$ cat src/rtl/packet_ingress_arbiter.sv
// Packet-level round-robin merge of NUM_PORTS sop/eop byte streams into one
// buffer write port, with max-length truncation and block statistics.
module packet_ingress_arbiter #(
  parameter int DATA_WIDTH  = 8,
  parameter int NUM_PORTS   = 4,
  parameter int MAX_PKT_LEN = 1518,
  parameter int PORT_W      = $clog2(NUM_PORTS)
) (
  input  logic                            clk,
  input  logic                            rst_n,
  input  logic [NUM_PORTS*DATA_WIDTH-1:0] in_data,
  input  logic [NUM_PORTS-1:0]            in_valid,
  input  logic [NUM_PORTS-1:0]            in_sop,
  input  logic [NUM_PORTS-1:0]            in_eop,
  output logic [NUM_PORTS-1:0]            in_ready,
  output logic [DATA_WIDTH-1:0]           out_data,
  output logic                            out_valid,
  output logic                            out_sop,
  output logic                            out_eop,
  input  logic                            out_ready,
  output logic [NUM_PORTS-1:0]            grant,
  output logic                            busy,
  output logic [15:0]                     pkt_count,
  output logic [7:0]                      trunc_count,
  output logic [7:0]                      frame_err_count
);
  localparam int LEN_W = $clog2(MAX_PKT_LEN + 1);
  localparam logic [LEN_W-1:0] LEN_LAST = LEN_W'(MAX_PKT_LEN - 1);

  typedef enum logic [1:0] {IDLE, XFER, DRAIN} state_t;

  state_t                state_q;
  logic [PORT_W-1:0]     last_q;
  logic [NUM_PORTS-1:0]  grant_q;
  logic [LEN_W-1:0]      len_q;
  logic [DATA_WIDTH-1:0] data_q;
  logic                  vld_q, sop_q, eop_q;
  logic [15:0]           pkt_q;
  logic [7:0]            trunc_q, ferr_q;

  logic [NUM_PORTS-1:0]  req, stray, pick_oh;
  logic                  pick_vld;
  logic [PORT_W-1:0]     pick_idx;
  logic [DATA_WIDTH-1:0] g_data;
  logic                  g_valid, g_eop, out_free, xfer_acc, at_last;

  assign req      = in_valid & in_sop;
  assign stray    = in_valid & ~in_sop;
  assign out_free = ~vld_q | out_ready;

  // Cyclic search after the last winner; descending k lets the nearest request win.
  always_comb begin
    pick_vld = 1'b0;
    pick_idx = '0;
    for (int k = NUM_PORTS; k >= 1; k--) begin
      if (req[(int'(last_q) + k) % NUM_PORTS]) begin
        pick_vld = 1'b1;
        pick_idx = PORT_W'((int'(last_q) + k) % NUM_PORTS);
      end
    end
    pick_oh           = '0;
    pick_oh[pick_idx] = 1'b1;
  end

  // While busy, last_q is the index of the current owner.
  assign g_data   = in_data[int'(last_q)*DATA_WIDTH +: DATA_WIDTH];
  assign g_valid  = in_valid[last_q];
  assign g_eop    = in_eop[last_q];
  assign xfer_acc = (state_q == XFER) & g_valid & out_free;
  assign at_last  = (len_q == LEN_LAST);

  for (genvar p = 0; p < NUM_PORTS; p++) begin : g_port
    assign in_ready[p] = (state_q == IDLE) ? stray[p]
                       : grant_q[p] & ((state_q == DRAIN) | out_free);
  end

  always_ff @(posedge clk or negedge rst_n) begin
    if (!rst_n) begin
      state_q <= IDLE;
      last_q  <= PORT_W'(NUM_PORTS - 1);
      grant_q <= '0;
      len_q   <= '0;
      data_q  <= '0;
      vld_q   <= 1'b0;
      sop_q   <= 1'b0;
      eop_q   <= 1'b0;
      pkt_q   <= '0;
      trunc_q <= '0;
      ferr_q  <= '0;
    end else begin
      if (out_ready) vld_q <= 1'b0;
      case (state_q)
        IDLE: begin
          if (|stray && ferr_q != 8'hFF) ferr_q <= ferr_q + 8'd1;
          if (pick_vld) begin
            grant_q <= pick_oh;
            last_q  <= pick_idx;
            state_q <= XFER;
          end
        end
        XFER: begin
          if (xfer_acc) begin
            data_q <= g_data;
            sop_q  <= (len_q == '0);
            eop_q  <= g_eop | at_last;
            vld_q  <= 1'b1;
            if (g_eop) begin
              pkt_q   <= pkt_q + 16'd1;
              len_q   <= '0;
              grant_q <= '0;
              state_q <= IDLE;
            end else if (at_last) begin
              pkt_q   <= pkt_q + 16'd1;
              if (trunc_q != 8'hFF) trunc_q <= trunc_q + 8'd1;
              len_q   <= '0;
              state_q <= DRAIN;
            end else begin
              len_q <= len_q + 1'b1;
            end
          end
        end
        DRAIN: begin
          if (g_valid && g_eop) begin
            grant_q <= '0;
            state_q <= IDLE;
          end
        end
        default: state_q <= IDLE;
      endcase
    end
  end

  assign out_data        = data_q;
  assign out_valid       = vld_q;
  assign out_sop         = sop_q;
  assign out_eop         = eop_q;
  assign grant           = grant_q;
  assign busy            = (state_q != IDLE);
  assign pkt_count       = pkt_q;
  assign trunc_count     = trunc_q;
  assign frame_err_count = ferr_q;

endmodule

$ cat config.mk
export PLATFORM = sky130hd
export DESIGN_NAME = packet_ingress_arbiter
export DESIGN_NICKNAME = d
export VERILOG_FILES = /design/src/rtl/packet_ingress_arbiter.sv
export SDC_FILE = /design/constraint.sdc
export NUM_CORES = 1
export LEC_CHECK = 0
export ABC_AREA = 1
export CORE_AREA = 2 2 142 88
export CTS_CLUSTER_DIAMETER = 80
export DETAILED_ROUTE_END_ITERATION = 8
export DIE_AREA = 0 0 144 90
export GPL_TIMING_DRIVEN = 0
export PLACE_DENSITY_LB_ADDON = 0.25
export SLEW_MARGIN = 0
export SYNTH_ARGS = -nofsm -noshare
export SYNTH_HDL_FRONTEND = slang
export SYNTH_SLANG_ARGS = --single-unit
$ cat constraint.sdc
create_clock -name clk -period 3.1 [get_ports clk]
set_input_delay 0.775 -clock clk [delete_from_list [all_inputs] [get_ports clk]]
set_output_delay 0.775 -clock clk [all_outputs]
set_load 0.02 [all_outputs]
==> flow_summary.json <==
{
  "status": "finished clean",
  "cts_tree": "built",
  "drt_wl_total_um": 10500,
  "finalSetupViolations": 0,
  "synth.distinct_cells": 39,
  "nets": 702,
  "crit_slowest_cell": "clkdlybuf4s50_1",
  "hold_viol": 0,
  "min_period_over_period_pct": 96.4,
  "cts_root_buffer": "clkbuf_16",
  "synth_cells": 536,
  "hold_start": "out_data[4]$_DFFE_PN0P_",
  "grt_pass1_vias": 3628,
  "area_delta_synth_final_pct": 37.3,
  "diodes": 0,
  "crit_chain": "clkdlybuf4s50_1 > inv_1 > nand2_1 > or2_2 > nand3_1 > o21ai_0 > dlygate4sd2_1",
  "synthDominantCellAreaShare_pct": 37.5,
  "grt_max_degree": 63,
  "num_rows": 31,
  "drt-initial-drc-count": 261,
  "min_period_ps": 2990,
  "power_frac_comb_pct": 49.6,
  "synth_nets": 593,
  "synth_area_leaders": "dfrtp_1, nand2_1, nand3_1, inv_1, xor2_1",
  "ant_nets": 0,
  "powerDensity_nw_per_um2": 840,
  "pwr-share-seq_pct": 27.5,
  "crit_fanout": 4,
  "port_buffers": 98,
  "critPathMaxStageDelay_ps": 390,
  "place.gp.congestion": 0.897,
  "cts_sinks": 62,
  "hpwl_um": 8190,
  "finClkSkew_ps": 9.81,
  "critPathKind": "input port to output pin",
  "viasPerCell": 4.69,
  "h-tree-depth": 3,
  "syn_area_um2": 4010,
  "synth-seq-cells": 62,
  "regToRegEndpoint": "pkt_count[9]$_DFFE_PN0P_",
  "relSlewSlack_pct": 46.9,
  "p_switching_mw": 1.99,
  "vdd_drop_max_mv": 0.454,
  "io_pins": 99,
  "hold_buffers": 0,
  "p_int_mw": 2.63,
  "drc": 0,
  "timing.rr.start": "len_q[1]$_DFFE_PN0P_",
  "grt_usage_pct": 16.9,
  "die_area_um2": 13000,
  "critical_path_arrival_ps": 2210,
  "crit_required_ps": 2320,
  "hold_depth": 2,
  "final.fill_count": 1153,
  "rrSetupSlack_ps": 1120,
  "critPathTopFamily": "buffers and inverters",
  "grt_overflow": 0,
  "worst-path-stages": 7,
  "p_leak_nw": 2.58,
  "grt_pass1_wl_um": 17600,
  "drive_above_1_share_pct": 10.2,
  "path_clk_slew_ps": 50,
  "coreArea_um2": 11800,
  "total_power_mw": 4.62,
  "fp.dieW_um": 144,
  "clockBufferDepth": 2,
  "cp.buffers_inverters": 3,
  "crit_path_start_kind": "input port",
  "swShare_pct": 43.1,
  "yosysTopAreaCell": "dfrtp_1",
  "pwr-share-clk_pct": 22.9,
  "hold_path_end": "out_data[4]$_DFFE_PN0P_",
  "max_freq_ghz": 0.335,
  "dr_total_vias": 3825,
  "max_cap_violations": 0,
  "ys_seq_area_share_pct": 38.8,
  "avgSynthCellArea_um2": 7.47,
  "fin_util_pct": 46.8,
  "hp-class": "flop to flop",
  "dieHeight_um": 90,
  "worst_pin_slew_ps": 797,
  "cts_buffers": 9,
  "first_pass_iters": 5,
  "yosysWarnings": 0,
  "rr_worst_depth": 10,
  "start_util_pct": 34.1,
  "crit_path_end_kind": "output pin",
  "clkLatencyLatePin_ps": 330,
  "rsz0062_at_grt": "false",
  "wl_per_cell_um": 12.9,
  "maxSlewViolCount": 0,
  "grt_antenna_before_repair": 0,
  "cts_setup_buffers": 0
}
==> through the flow <==
stage	std cells	hold WS [ps]	instance area [um2]	setup slack, ps	setup TNS (ps)
finish	815	484	5500	112	0
global route	815	501	5500	5.96	0
CTS	815	487	5500	102	0
detailed placement	799	472	5190	-110	-424
global placement	799	466	5190	-816	-49190
floorplan	536	479	4010	717	0
==> cells in the final DEF, fill, tap and decap left out, types with 10 or more instances in the layout <==
master	instances
clkdlybuf4s50_1	93
dfrtp_1	60
ha_1	10
inv_1	55
nand2_1	167
nand3_1	63
nand4_1	23
nor2_1	30
nor3_1	13
o21ai_0	13
xnor2_1	10
xor2_1	22
==> registers in the layout, indices dropped and copies added, names as in the netlist <==
register and count:
out_valid 1, out_data 8, trunc_count 8, grant 4
state_q 2, last_q 2, out_sop 1, frame_err_count 8
out_eop 1, pkt_count 16, len_q 11
==> worst register-to-register path, delay by kind of cell, from the launching register on <==
kind	cells	cell delay [ps]
buf+inv	1	100
flops	1	390
xor+xnor	1	160
simple gates	7	1020
fa+ha+maj	1	190
==> layout make-up <==
| cell class | count | area, um2 | area share (%) |
|---|---|---|---|
| Buffer | 14 | 103 | 1.87 |
| Timing Repair Buffer | 98 | 973 | 17.7 |
| Multi-Input combinational cell | 395 | 2100 | 38.2 |
| Sequential cell | 62 | 1550 | 28.3 |
| Clock buffer | 10 | 229 | 4.16 |
| Inverter | 65 | 249 | 4.53 |
| Tap cell | 165 | 206 | 3.75 |
| Clock inverter | 6 | 86.3 | 1.57 |
==> cells in the mapped netlist, drive strengths merged <==
library cell and count:
nor4 1, or2 2, buf 13, o31ai 2, o21ai 25, nor3b 2, clkinv 2, nor2 35
xnor2 10, ha 10, xor2 22, and2 2, inv 63, a21oi 3, nand4 24, nand3 67
or3 1, mux2 1, clkbuf 1, dfstp 2, dfrtp 60, nand2 175, nor3 13
==> power by group through the flow <==
stage                     clock network (mW)  logic (mW)  registers, mW
after detailed placement                   0        2.30           1.28
after global routing                    1.12        2.55           1.30
after CTS                               1.09        2.30           1.27
final                                   1.06        2.29           1.27
after floorplan                            0        1.38           1.41
after global placement                     0        2.25           1.27
==> kinds of logic (layout without fill, tap and decap cells) <==
kind of cell | Yosys count | after routing | share of synthesized area (%)
DFF | 62 | 62 | 38.8
AOI/OAI and AO/OA | 30 | 30 | 4.44
adders and majority gates | 10 | 10 | 3.12
xor gates and xnor gates | 32 | 32 | 7.00
buffers and inverters | 79 | 193 | 8.78
muxes | 1 | 1 | 0.281
and+or+nand+nor | 322 | 322 | 37.6
==> what timing repair did <==
| action | in CTS | in global routing |
|---|---|---|
| gates resized for setup | 4 | 0 |
| endpoints found under the hold margin | 0 | 0 |
| setup endpoints to repair | 4 | 0 |
==> layer usage <==
metal | share of wire, % | track usage (%)
met4 | 0.18 | 2.78
met5 | 0 | 0
met2 | 41 | 24.0
met1 | 53 | 25.5
met3 | 6.0 | 5.22
==> worst max-delay path by stage <==
| stage | from | endpoint | slack, ps |
|---|---|---|---|
| 2_1_floorplan | state_q[0]$_DFFE_PN0P_ | in_ready[0] | 720 |
| 3_3_place_gp | rst_n | trunc_count[5]$_DFFE_PN0P_ | -820 |
| 3_5_place_dp | out_ready | in_ready[3] | -110 |
| 4_1_cts | out_ready | in_ready[3] | 100 |
| 5_1_grt | out_ready | in_ready[2] | 6 |
| 6_report | out_ready | in_ready[2] | 110 |
No activity file was read; power rests on OpenSTA's default activity.
==> RTL edit 1, RTL diff (same flow settings) <==
`DATA_WIDTH`: 8 -> 12.
--- a/src/rtl/packet_ingress_arbiter.sv
+++ b/src/rtl/packet_ingress_arbiter.sv
@@ -1,7 +1,7 @@
 // Packet-level round-robin merge of NUM_PORTS sop/eop byte streams into one
 // buffer write port, with max-length truncation and block statistics.
 module packet_ingress_arbiter #(
-  parameter int DATA_WIDTH  = 8,
+  parameter int DATA_WIDTH  = 12,
   parameter int NUM_PORTS   = 4,
   parameter int MAX_PKT_LEN = 1518,
   parameter int PORT_W      = $clog2(NUM_PORTS)
Ports: changed (resized in_data and out_data); port bits go from 99 to 119. No check against the original RTL was run, so the function may have changed too.
==> RTL edit 1 against the unedited design <==
Setup slack worse by 0.021 ns; sequential cell count up 4; sequential power up 9%; combinational power up 15%; final area up 8.4%; synthesized area up 6.7%; via count up 6.8%; total power up 9.7%; wire length up 7.6%.
==> RTL edit 1: results (changes against the unedited design) <==
stage;metric;value;unit;change
detailed_routing;starting DRC count in detailed routing;224;;-14%
global_routing;gr usage total;18.1;%;+1.2 points
final_layout;share of layout cells above drive strength 1;10.4;%;+0.26 points
final_layout;layout net count;770;;+9.7%
clock_network;Clock transition at path regs;0.05;ns;about the same
critical_path;CP max FO;10;;+6
yosys;asr flop ratio synth;100;%;unchanged
power;switching part of the total power;43.7;%;+0.57 points
power;Max IR drop VDD;410;µV;-9.6%
global_routing;via count of the first global-routing pass;3968;;+9.4%
place;# port buffers;118;;+20%
critical_path;CP max-delay cell;clkdlybuf4s50_1;;
global_routing;largest net degree at the start of global routing;67;;+6.3%
yosys;ranking of synthesized cells by area;dfrtp_1, nand2_1, nand3_1, inv_1, nor2_1;;
place;RD Place Congestion;0.909;;+1.3%
clock_network;setup bufs post-CTS;0;;unchanged
yosys;sequential area share after synthesis;38.7;%;-0.11 points
min_path;worst hold path class;flop to flop;;
detailed_routing;Routed Wire Length;11300;µm;+7.6%
timing;slew margin rel.;43.9;%;-3.0 points
critical_path;CP peak stage delay;0.68;ns;+0.29 ns
yosys;Netlist cell types;39;;unchanged
detailed_routing;vias per cell;4.72;;+0.51%
place;DP HPWL;8880;µm;+8.5%
critical_path;FF-to-FF setup slack;1.20;ns;+0.08 ns
outcome;status;finished, final reports clean;;
timing;Layout Skew;0.00896;ns;-0.000856 ns
global_routing;first-pass GRT wire length;18900;µm;+7.5%
final_layout;max reg flops;16;;unchanged
clock_network;CTS Root Cell;clkbuf_16;;
yosys;syn_nets;641;;+8.1%
yosys;commonest cells in the netlist;nand2_1, nand3_1, dfrtp_1, inv_1, nor2_1;;
timing;hold_ws;0.486;ns;+0.00230 ns
final_layout;ANT cells;0;;unchanged
power;Static Leak;0.00273;µW;+5.7%
critical_path;CP delay by family, top;buffers and inverters;;
critical_path;CP arrival;2.23;ns;+0.02 ns
critical_path;FF-to-FF path depth;13;;+3
RTL edit 1: cell types whose count changed after synthesis, sizes merged, moves of 5 or more:
cell,delta
nor2,+10
o21ai,+8
nand3,+7
clkbuf,+7
xor2,-5
RTL edit 1: area by class of cell:
| type | count | area, µm² |
|---|---|---|
| buffer | 19 | 133 |
| multi-input combinational | 419 | 2230 |
| fill | 1122 | 5790 |
| inverter | 64 | 255 |
| sequential | 66 | 1650 |
| timing repair buffer | 118 | 1170 |
| clock buffer | 13 | 270 |
| tap | 165 | 206 |
| clock inverter | 2 | 35.0 |
RTL edit 1: path summary, 6_finish.rpt:
kind / from / endpoint
min reg2reg: out_data[9] / out_data[9]
max: state_q[0] / busy
max reg2reg: last_q[0] / grant[0]
min in group asynchronous: rst_n / frame_err_count[0]
min: out_data[9] / out_data[9]
max in group asynchronous: rst_n / out_data[10]
RTL edit 1: metrics by stage:
| stage | setup WS (ns) | area, µm² | total power (µW) | cells |
|---|---|---|---|---|
| floorplan | 0.775 | 4280 | 3090 | 568 |
| global placement | -1.05 | 5660 | 4000 | 851 |
| detailed placement | -0.106 | 5660 | 4060 | 851 |
| CTS | 0.103 | 5960 | 5110 | 866 |
| global route | 0.0319 | 5960 | 5450 | 866 |
| finish | 0.0906 | 5960 | 5070 | 866 |
RTL edit 1: power by group through the flow:
stage               Clock, µW  Sequential (µW)  Combinational [µW]
global placement            0             1390                2620
floorplan                   0             1580                1520
global route             1100             1430                2930
CTS                      1060             1390                2660
detailed placement          0             1400                2670
finish                   1030             1390                2640
RTL edit 1: routing by layer:
metal	part of all wire, %	track usage (%)	routed length [µm]	up-vias
li1	-	-	-	2088
met5	0	0	0	-
met2	41	25.9	4640	128
met3	7.3	5.65	826	9
met4	0.86	3.84	97	0
met1	51	26.7	5760	1860
RTL edit 1: kinds of logic after synthesis:
| kind of cell | count (synthesis) | share of synthesized area (%) |
|---|---|---|
| buffers and inverters | 83 | 9.07 |
| xor gates and xnor gates | 29 | 5.94 |
| DFF | 66 | 38.7 |
| adders and majority gates | 10 | 2.93 |
| AOI/OAI and AO/OA | 41 | 5.47 |
| muxes | 1 | 0.263 |
| and+or+nand+nor | 338 | 37.6 |
RTL edit 1: worst reg2reg max path: cells and delay by family (launching register included):
kind | cells | cell delay [ns]
buffers and inverters | 2 | 0.31
DFF | 1 | 0.52
and+or+nand+nor | 11 | 0.95
==> RTL edit 2, RTL diff (same settings) <==
Made on the original files. The 3 states of `state_t` get a one-hot encoding in 3 bits.
--- a/src/rtl/packet_ingress_arbiter.sv
+++ b/src/rtl/packet_ingress_arbiter.sv
@@ -27,7 +27,7 @@
   localparam int LEN_W = $clog2(MAX_PKT_LEN + 1);
   localparam logic [LEN_W-1:0] LEN_LAST = LEN_W'(MAX_PKT_LEN - 1);
 
-  typedef enum logic [1:0] {IDLE, XFER, DRAIN} state_t;
+  typedef enum logic [2:0] {IDLE = 3'b001, XFER = 3'b010, DRAIN = 3'b100} state_t;
 
   state_t                state_q;
   logic [PORT_W-1:0]     last_q;
Formal check against the unedited RTL: no difference found for any inputs over 4 cycles, from zero or initial values and one cycle with rst_n low; so few cycles prove little.
==> RTL edit 2 against the unedited design <==
Core utilization grew 0.64 points; sequential cell count grew 1; synthesized area grew 1.2%; die area is the same; setup slack gained 0.24 ns; final area grew 1.4%; wire length grew 4.9%; cell count grew 4.9%; total power grew 4.7%; critical path type is now flop to primary output; count of clock-buffer cells in the layout grew 3; first-iteration DRC count grew 13%; sequential power grew 6%.
==> RTL edit 2: results (changes against the unedited design) <==
stage;metric;value;unit;change
yosys;Yosys warnings;0;;unchanged
place;# port buffers;98;;unchanged
critical_path;CP peak stage delay;0.57;ns;+0.18 ns
final_layout;share of layout cells above drive strength 1;8.12;%;-2.0 points
global_routing;via count of the first global-routing pass;3886;;+7.1%
critical_path;CP max-delay cell;clkdlybuf4s50_1;;
clock_network;Clk Latency, worst-skew pair;0.33;ns;about the same
power;Max IR drop VDD;348;µV;-23%
timing;hold_ws;0.473;ns;-0.0109 ns
timing;Layout Skew;0.00462;ns;-0.00519 ns
global_routing;first-pass GRT wire length;18500;µm;+5.5%
yosys;sequential area share after synthesis;39.0;%;+0.17 points
critical_path;CP max FO;8;;+4
detailed_routing;drt first pass iters;5;;unchanged
global_routing;largest net degree at the start of global routing;64;;+1.6%
final_layout;Post-Layout Cell Count;855;;+4.9%
place;dpl cells;839;;+5.0%
place;DP HPWL;8340;µm;+1.9%
timing;slew margin rel.;46.5;%;-0.33 points
place;dpl ws;0.0351;ns;+0.145 ns
min_path;worst hold path class;flop to flop;;
place;post-place instance area;5240;µm²;+0.96%
clock_network;H-tree depth;3;;unchanged
min_path;worst hold path endpoint;out_eop;;
global_routing;initial antenna violation count;0;;unchanged
power;Static Leak;0.00271;µW;+4.9%
min_path;Worst Hold Path Cells;2;;unchanged
final_layout;layout net count;738;;+5.1%
yosys;commonest cells in the netlist;nand2_1, nand3_1, dfrtp_1, inv_1, nor2_1;;
clock_network;Clock transition at path regs;0.05;ns;about the same
critical_path;FF-to-FF setup slack;1.13;ns;
detailed_routing;drt wl/cell;12.9;µm;about the same
global_routing;gr usage total;17.9;%;+0.91 points
yosys;top_reg_cell synth;dfrtp_1;;
min_path;min-delay src;out_eop;;
clock_network;TritonCTS Buffers;9;;unchanged
yosys;ranking of synthesized cells by area;dfrtp_1, nand2_1, nand3_1, inv_1, xor2_1;;
critical_path;CP delay by family, top;buffers and inverters;;
clock_network;clk buf depth;2;;unchanged
yosys;asr flop ratio synth;100;%;unchanged
detailed_routing;via count;4134;;+8.1%
clock_network;CTS Root Cell;clkbuf_16;;
final_layout;max reg flops;16;;unchanged
detailed_routing;starting DRC count in detailed routing;294;;+13%
outcome;status;finished, final reports clean;;
place;RD Place Congestion;0.898;;+0.12%
critical_path;CP arrival;1.98;ns;-0.23 ns
final_layout;ANT cells;0;;unchanged
yosys;syn_nets;629;;+6.1%
yosys;Post-Synthesis Cells;576;;+7.5%
critical_path;FF-to-FF path depth;11;;+1
critical_path;worst r2r dst;grant[0];;
critical_path;reg-to-reg startpoint;last_q[1];;
yosys;Netlist cell types;31;;-21%
critical_path;Worst Setup SP;state_q[0];;
RTL edit 2: cell types whose count changed in the layout (fill, tap and decap cells not counted), sizes merged, moves of 5 or more:
cell,delta
nand2,+36
nor2,+9
nand3,+6
nand3b,+5
xor2,-5
RTL edit 2: worst max path at each step:
stage / to / slack, ns / depth (start not counted)
3_5_place_dp: in_ready[3] / 0.04 / 6
2_1_floorplan: in_ready[0] / 1.13 / 4
4_1_cts: in_ready[3] / 0.03 / 6
6_report: busy / 0.35 / 4
3_3_place_gp: frame_err_count[0] / -0.95 / 1
5_1_grt: busy / 0.26 / 4
RTL edit 2: what timing repair did:
action,in CTS,in global routing
buffers inserted,0,0
gates resized for setup,0,4
endpoints found under the hold margin,0,0
setup endpoints to repair,0,4
RTL edit 2: logic make-up (layout without fill, tap and decap cells):
kind of cell / after synthesis / after routing / share of synthesized area (%)
flops: 63 / 63 / 39.0
fa+ha+maj: 6 / 6 / 1.85
buf+inv: 78 / 192 / 8.58
simple gates: 375 / 375 / 41.5
compound gates: 28 / 28 / 3.52
xor+xnor: 26 / 26 / 5.62
RTL edit 2: power by group:
group / internal, µW / switching, µW / leakage, µW
clock: 746 / 339 / 0.000160
sequential: 1090 / 251 / 0.000830
combinational: 904 / 1500 / 0.00172
total: 2740 / 2090 / 0.00271
RTL edit 2: layout make-up:
class                      count  area (µm²)
fill                        1144        6180
inverter                      61         234
clock inverter                 3        65.1
tap                          165         206
multi-input combinational    435        2130
timing repair buffer          98         988
sequential                    63        1580
clock buffer                  13         260
buffer                        17         114
RTL edit 2: per-layer routing:
layer	up-vias	wire, µm	GRT usage (%)
met4	0	70	3.68
met3	11	702	5.22
met5	-	0	0
li1	2076	-	-
met1	1932	5740	26.0
met2	115	4540	26.2
